## src/rtl/quantum_program_sequencer.sv

```systemverilog
// Host-side gate program sequencer: steps through a loaded opcode program, issues each
// opcode to the quantum controller with a busy handshake and collects measurement bits.
module quantum_program_sequencer #(
  parameter int PROG_DEPTH  = 16,
  parameter int ADDR_W      = 4,
  parameter int ACK_TIMEOUT = 8,
  parameter int MAX_MEAS    = 8,
  parameter int CNT_W       = 4
) (
  input  logic                clk,
  input  logic                reset,
  input  logic                prog_we,
  input  logic [ADDR_W-1:0]   prog_addr,
  input  logic [2:0]          prog_data,
  input  logic                start,
  input  logic                abort,
  output logic [2:0]          cmd_gate,
  output logic                cmd_execute,
  input  logic                ctrl_busy,
  input  logic                ctrl_measure_result,
  output logic                seq_busy,
  output logic                seq_done,
  output logic                seq_error,
  output logic [ADDR_W-1:0]   pc,
  output logic [MAX_MEAS-1:0] meas_bits,
  output logic [CNT_W-1:0]    meas_count
);

  localparam logic [2:0] IDLE      = 3'd0;
  localparam logic [2:0] FETCH     = 3'd1;
  localparam logic [2:0] ISSUE     = 3'd2;
  localparam logic [2:0] WAIT_ACK  = 3'd3;
  localparam logic [2:0] WAIT_DONE = 3'd4;
  localparam logic [2:0] CAPTURE   = 3'd5;
  localparam logic [2:0] NEXT      = 3'd6;
  localparam logic [2:0] DONE      = 3'd7;

  localparam logic [2:0] OP_HALT = 3'b000;
  localparam logic [2:0] OP_MEAS = 3'b101;

  localparam int TO_W = $clog2(ACK_TIMEOUT + 1);

  logic [2:0]      state;
  logic [TO_W-1:0] ack_cnt;
  logic [2:0]      fetch_op;
  logic [2:0]      prog_mem [PROG_DEPTH];

  // Measurement count sticks at MAX_MEAS once the result vector is full.
  function automatic logic [CNT_W-1:0] sat_inc(input logic [CNT_W-1:0] c);
    return (c < CNT_W'(MAX_MEAS)) ? c + CNT_W'(1) : c;
  endfunction

  // Program store has no reset so a loaded program survives a sequencer reset.
  always_ff @(posedge clk) begin
    if (prog_we && state == IDLE) prog_mem[prog_addr] <= prog_data;
  end

  assign fetch_op = prog_mem[pc];

  always_ff @(posedge clk or posedge reset) begin
    if (reset) begin
      state      <= IDLE;
      ack_cnt    <= '0;
      cmd_gate   <= '0;
      seq_error  <= 1'b0;
      pc         <= '0;
      meas_bits  <= '0;
      meas_count <= '0;
    end else if (abort && state != IDLE) begin
      state    <= IDLE;
      cmd_gate <= '0;
    end else begin
      case (state)
        IDLE: begin
          if (start && !abort && !ctrl_busy) begin
            pc         <= '0;
            meas_bits  <= '0;
            meas_count <= '0;
            seq_error  <= 1'b0;
            state      <= FETCH;
          end
        end
        FETCH: begin
          if (fetch_op == OP_HALT) begin
            state <= DONE;
          end else begin
            cmd_gate <= fetch_op;
            state    <= ISSUE;
          end
        end
        ISSUE: begin
          ack_cnt <= '0;
          state   <= WAIT_ACK;
        end
        WAIT_ACK: begin
          if (ctrl_busy) begin
            state <= WAIT_DONE;
          end else if (ack_cnt == TO_W'(ACK_TIMEOUT - 1)) begin
            seq_error <= 1'b1;
            cmd_gate  <= '0;
            state     <= IDLE;
          end else begin
            ack_cnt <= ack_cnt + TO_W'(1);
          end
        end
        WAIT_DONE: begin
          // cmd_gate still holds the issued opcode here, so it selects the capture path.
          if (!ctrl_busy) begin
            cmd_gate <= '0;
            state    <= (cmd_gate == OP_MEAS) ? CAPTURE : NEXT;
          end
        end
        CAPTURE: begin
          for (int i = 0; i < MAX_MEAS; i++) begin
            if (meas_count == CNT_W'(i)) meas_bits[i] <= ctrl_measure_result;
          end
          meas_count <= sat_inc(meas_count);
          state      <= NEXT;
        end
        NEXT: begin
          cmd_gate <= '0;
          if (pc == ADDR_W'(PROG_DEPTH - 1)) begin
            state <= DONE;
          end else begin
            pc    <= pc + ADDR_W'(1);
            state <= FETCH;
          end
        end
        DONE:    state <= IDLE;
        default: state <= IDLE;
      endcase
    end
  end

  assign cmd_execute = (state == ISSUE);
  assign seq_done    = (state == DONE);
  assign seq_busy    = (state != IDLE);

endmodule

```

## config.mk

```make
export PLATFORM = sky130hd
export DESIGN_NAME = quantum_program_sequencer
export DESIGN_NICKNAME = d
export VERILOG_FILES = /design/src/rtl/quantum_program_sequencer.sv
export SDC_FILE = /design/constraint.sdc
export NUM_CORES = 1
export LEC_CHECK = 0
export BUFFER_PORTS_ARGS = -buffer_cell sky130_fd_sc_hd__buf_2
export CAP_MARGIN = 30
export CORE_MARGIN = 2
export CORE_UTILIZATION = 50
export DETAILED_ROUTE_END_ITERATION = 8
export GPL_ROUTABILITY_DRIVEN = 0
export MAX_ROUTING_LAYER = met4
export PLACE_DENSITY = 0.75
export SYNTH_ARGS = -nofsm -noshare
export SYNTH_HDL_FRONTEND = slang
export SYNTH_SLANG_ARGS = --single-unit
```

## constraint.sdc

```tcl
create_clock -name clk -period 1.6 [get_ports clk]
set_input_delay 0 -clock clk [delete_from_list [all_inputs] [get_ports clk]]
set_output_delay 0 -clock clk [all_outputs]
set_load 0.05 [all_outputs]
```

# Word level (Yosys, flattened, before mapping)
# Memories as Yosys holds them, arrays and structs flattened.
# Index checks and enable logic that the tools add are counted.
[totals]
rom_bits = 0
elab_cells = 124
in_bits = 14
latch_bits = 0
mem_count = 1
register_bits = 27
ramBits = 48
[mem_list]
columns = ["memory", "words", "width", "rd", "rd_ports_with_merged_regs", "wr", "line", "source"]
rows = [
  ["prog_mem", 16, 3, 1, 0, 1, "46", "logic [2:0] prog_mem [PROG_DEPTH];"],
]
[classes]
muxes = 38
n_eq_ne = 37
addsub = 3
n_shift = 0
bitwise = 1
reduce_logical = 29
div = 0
order_cmp = 1
multipliers = 0
[op_table]
columns = ["operator", "n"]
rows = [
  ["$reduce_and A4 Y1", 11],
  ["$mux W3", 11],
  ["$ne A2 B2 Y1 const B", 13],
  ["$pmux W3 S8", 1],
  ["$pmux W4 S2", 3],
  ["$eq A4 B3 Y1 const B", 5],
  ["$mux W4", 5],
  ["$pmux W8 S2", 1],
  ["$eq A3 B3 Y1 const B", 5],
  ["$mux W1", 13],
  ["$add A4 B1 Y4 const B", 3],
  ["$ne A3 B3 Y1 const B", 4],
  ["$pmux W3 S4", 1],
  ["$reduce_and A5 Y1", 2],
  ["$eq A4 B2 Y1 const B", 2],
  ["$mux W8", 1],
  ["$reduce_bool A2 Y1", 4],
  ["$eq A3 B2 Y1 const B", 2],
  ["$logic_not A3 Y1", 2],
  ["$reduce_bool A5 Y1", 1],
  ["$eq A4 B1 Y1 const B", 1],
  ["$eq A4 B4 Y1 const B", 1],
  ["$logic_and A1 B1 Y1", 4],
  ["$logic_not A4 Y1", 1],
  ["11 further kinds", 12],
]

# Logic depth before layout (Yosys ltp)
[depth]
word_depth = 6
ltp_mapped = 7
mapped_depth_nobuf = 6

# Least setup slack after synthesis
# No wires, ideal clock.
[synth_path]
path_kind = "register -> register"
from = "register state[0]"
to = "register ack_cnt[0]"
setup_ns = 0.125
t_required_ns = 1.475
slack_ns = -0.852
arrival_time_ns = 2.327
stages_incl_launch_ff = 4
cell_sequence = "dfrtp_1 > nor3b_1 > o21ai_1 > mux2_2"
[synth_between]
elab_cells_between_ends = 10
classes_between = "4 x eq/ne; 1 x mux; 1 x bitwise; 4 x reduce/logical"
[synth_lines]
columns = ["item", "line", "source"]
rows = [
  ["start, declared", "43", "logic [2:0] state;"],
  ["start signal, assigned", "110", "state <= (cmd_gate == OP_MEAS) ? CAPTURE : NEXT;"],
  ["$eq A3 B2 Y1 (*)", "--", ""],
  ["via cmd_execute", "18", "output logic cmd_execute,"],
  ["$reduce_bool A2 Y1 (no line)", "--", ""],
  ["$reduce_and A4 Y1 (no line)", "--", ""],
  ["end signal, assigned", "103", "ack_cnt <= ack_cnt + TO_W'(1);"],
  ["end, declared", "44", "logic [TO_W-1:0] ack_cnt;"],
]
# Mark *: on every way through the listed nets, which the timed path passes. The rest lies on a longest branch.
# A chain may end at the register's enable or synchronous reset.

# Worst setup path after layout
[layout_path]
from = "register pc[0]"
to = "register cmd_gate[0]"
[layout_between]
elab_chain_cells = 4
elab_cells_between_ends = 7
classes_between = "1 x eq/ne; 3 x mux; 2 x reduce/logical; 1 x memory"
[layout_lines]
columns = ["item", "line", "source"]
rows = [
  ["start, declared", "24", "output logic [ADDR_W-1:0] pc,"],
  ["start signal, assigned", "125", "pc <= pc + ADDR_W'(1);"],
  ["$mem_v2 Z16 W3 (*)", "--", ""],
  ["$logic_not A3 Y1 / $mux W3 (equally long branches)", "84", "if (fetch_op == OP_HALT) begin"],
  ["$ne A3 B3 Y1 (no line) / $pmux W3 S4 (equally long branches)", "--", ""],
  ["$reduce_and A5 Y1 (no line) / $mux W3 (equally long branches)", "--", ""],
  ["end signal, assigned", "87", "cmd_gate <= fetch_op;"],
  ["end, declared", "17", "output logic [2:0] cmd_gate,"],
]
# Mark *: on every way between the ends. The rest lies on a longest branch, timed or not. The select of a mux whose other input is x is not followed.

==> run summary <==
Compared with the post-synthesis result, the final layout area differs by 33.7%. The tools report the count of nets after finishing as 382. The number of buffers and inverters on the critical path is 2.

In this run, flip-flops and latches consume 36.4% of the power. The tool flagged a number of max-cap violations equal to 0. Broken down by cell family, the worst path's largest delay share belongs to flip-flops. Fill cells in the final layout number 467.

The clock network accounts for 29.1% of the total power. After synthesis the cells add up to 3500 sq um. Summing all multi-input logic gate instances after layout gives 1550 sq um. Clock-pin slew was measured on the worst setup and hold paths at 0.08 ns. In this run the number of H-tree levels came out at 3. In the synthesized netlist, the number of instances is 281. The starting density of the core is 51.5%, and the number of vias in the routed layout is 2583. Dominant synthesized flop cell: edfxtp_1.

After the first detailed-routing iteration, the DRC count stood at 145. The number of buffer cells added on primary ports came out at 36. The run gives 21.7% as the combined global-route utilization of all metal layers. The vias per cell works out to 5.59. For the count of final max-slew check failures, the log shows 0. The number of DRC violations after detailed routing was 0; the minimum setup slack in the final design was -0.312 ns.

Most common library cell in the layout ignoring fill and taps: edfxtp_1. The run gives 75 as the number of clock sinks. For this run, the slowest stage of the critical path takes 0.50 ns. The longest clock path from root to sink contains 2 buffers. Leaving out filler cells and counting taps, the final layout contains 462. The die is 87.7 microns wide. Switching part of the total power: 34.3%. The critical path goes through buf_12 -> buf_12 -> mux4_2 -> nand2_2 -> and4_1 -> nor2_1 -> a211o_1. The synthesized netlist net count is 301. Sequential cells were found to cover 60.5% of the synthesized design area. By instance count, the cell type seen most on the critical path is buf_12. Number of antenna diodes: 0. The checks that failed: negative setup slack. The average cell area after synthesis is 12.5 sq um. The tools report the capturing element type of the critical path as a register. The final number of setup-violating endpoints was 29; the floorplan row count was 30. Global routing finished with a remaining overflow of 0. For the sequential cell area, the log shows 2120 sq um. Detailed placement ended at an HPWL of 5110 microns.

STA puts the critical path data required time at 1.84 ns. The number of synthesized register bits is 75. The maximum fanout count along the critical path is 8, and the average wire per standard cell is 16.3 microns.

Of all flip-flops after synthesis, the portion carrying an async set or reset was 36.0%. Buffer type at the clock tree root: clkbuf_8. Of the post-synthesis cell area, the dominant cell type holds 41.2%.

Internal power comes to 4.31 mW. TritonCTS built the clock tree. For this run, the detailed router's first-pass iteration total came to 4. The pin count of the biggest net entering global routing is 17, and the final core area utilization is 68.9%.

For the worst setup slack before clock tree synthesis, the log shows -0.333 ns. The power density relative to cell area works out to 1400 nW/um^2. The critical path in this run is classified as reg2reg.

The worst path needs 1.91 ns of the cycle, external delays included. The flow ran to the end, but the final reports show violations. The tools report the kind of start point of the critical path as a register. Data arrives at the worst endpoint at 2.16 ns.

Including well taps, the total number of placed cells is 439. The worst slew margin relative to its limit was 63.1%. IR analysis of the VDD net gives a maximum drop of 996 uV. The post-route netlist has 42.3% of its cells at a drive strength greater than 1. Clock buffer count from CTS: 9.

The floorplan step defined a die boundary enclosing 7690 sq um. The tools report the total wire length as 7540 microns. The final clock skew was 0.00831 ns.

The height of the die is 87.7 microns. After synthesis, the cell types taking the most area are edfxtp_1, dfrtp_1, mux4_2. The tools report the number of warnings printed during yosys synthesis as 0.

Setup repair after global routing could not meet its margin everywhere. The leakage power summed over all cells came out at 1.85 nW. The number of antenna violations at the first check in global routing came out at 0. The share of the clock period used by the worst path was 119%; the unique cell type count in the Yosys netlist was 46. The cell taking the most area after synthesis was edfxtp_1.

The core region is 6790 sq um. The power dissipated by switching net loads came out at 2.24 mW. Cell with the largest stage delay on the worst path: dfrtp_2. The first global-routing pass estimated 12000 microns of wire.

The slew at the pin with the worst max-slew slack was 0.554 ns; the number of routed nets with antenna violations was 0. The count of final hold-check violations was 0; the total I/O pin count was 37. The share of total power dissipated in combinational logic is 34.5%.

The tightest min-delay check is of the in2reg type. The top cell types in the final layout, fill and taps aside, are edfxtp_1, buf_2, buf_4. Clock latency on the worst-skew pair, taken at its later pin, is 0.35 ns.

After layout, the design draws a total of 6.55 mW. The final total negative setup slack came out at -2.59 ns. Yosys mapped a number of flops with a built-in enable equal to 48. Static timing analysis puts the maximum clock frequency at 0.523 GHz.

The run gives 2485 as the via count of the first global-routing pass.
synthesized netlist by cell type (4+ instances only):
master / count
edfxtp_1: 48
nor2_1: 31
dfrtp_1: 27
nand2_1: 26
o21ai_0: 25
inv_1: 12
a21oi_1: 10
nand3_1: 10
nor3_1: 10
mux4_2: 8
ha_1: 6
buf_2: 5
nand2b_1: 5
mux4_1: 4
cell type report:
cell class                      instances  area share (%)
Timing Repair Buffer                   80            12.5
Sequential cell                        75            45.3
Clock buffer                            9            2.65
Tap cell                               96            2.57
Multi-Input combinational cell        184            33.1
Inverter                               12           0.962
Clock inverter                          6            2.94
flip-flops by register name, summed over array words and instances, names as in the netlist:
signal      cells
prog_mem       48
meas_bits       8
ack_cnt         4
meas_count      4
pc              4
cmd_gate        3
state           3
seq_error       1
metrics by stage:
stage          hold slack, ns  cell area [sq um]
4_1_cts                0.0201               4520
5_1_grt                0.0213               4680
3_5_place_dp           0.0867               4100
2_1_floorplan          0.0526               3550
6_report               0.0327               4680
3_3_place_gp           0.0797               4100
layer usage:
layer | track usage (%) | routed length (microns)
met5 | - | 0
met2 | 35.1 | 3860
met4 | 8.39 | 104
met1 | 25.9 | 3220
met3 | 5.94 | 355
cells by family (layout without fill, tap and decap cells):
group,Yosys count,after routing,share of synthesized area [%]
fa+ha+maj,6,6,2.14
xor+xnor,3,3,0.751
compound gates,52,52,8.97
flops,75,75,60.5
mux,14,14,8.76
buf+inv,22,107,3.22
simple gates,109,109,15.7
power groups by stage:
stage	Sequential, mW	Combinational [mW]	Clock (mW)
finish	2.39	2.26	1.91
global route	2.41	2.44	2.03
CTS	2.38	2.07	1.93
detailed placement	2.42	1.93	0
global placement	2.42	1.89	0
floorplan	2.67	1.04	0
path summary, 6_finish.rpt:
kind / to / slack, ns / start / depth (start not counted)
max in group asynchronous: pc[1] / 0.88 / reset / 4
min in group asynchronous: cmd_gate[2] / 0.24 / reset / 3
worst max register to register: cmd_gate[0] / -0.31 / pc[0] / 7
worst max-delay path: cmd_gate[0] / -0.31 / pc[0] / 7
worst min-delay path: prog_mem[10][1] / 0.03 / prog_data[1] / 1
worst min register to register: seq_error / 0.47 / seq_error / 2
what timing repair did:
item / CTS / global route
pin swaps: 6 / 21
setup endpoints to repair: 35 / 71
hold buffers: 3 / 0
gates resized for setup: 26 / 51
hold endpoints to repair: 14 / 0
buffers inserted: 3 / 2
No activity file was read; power rests on OpenSTA's default activity.
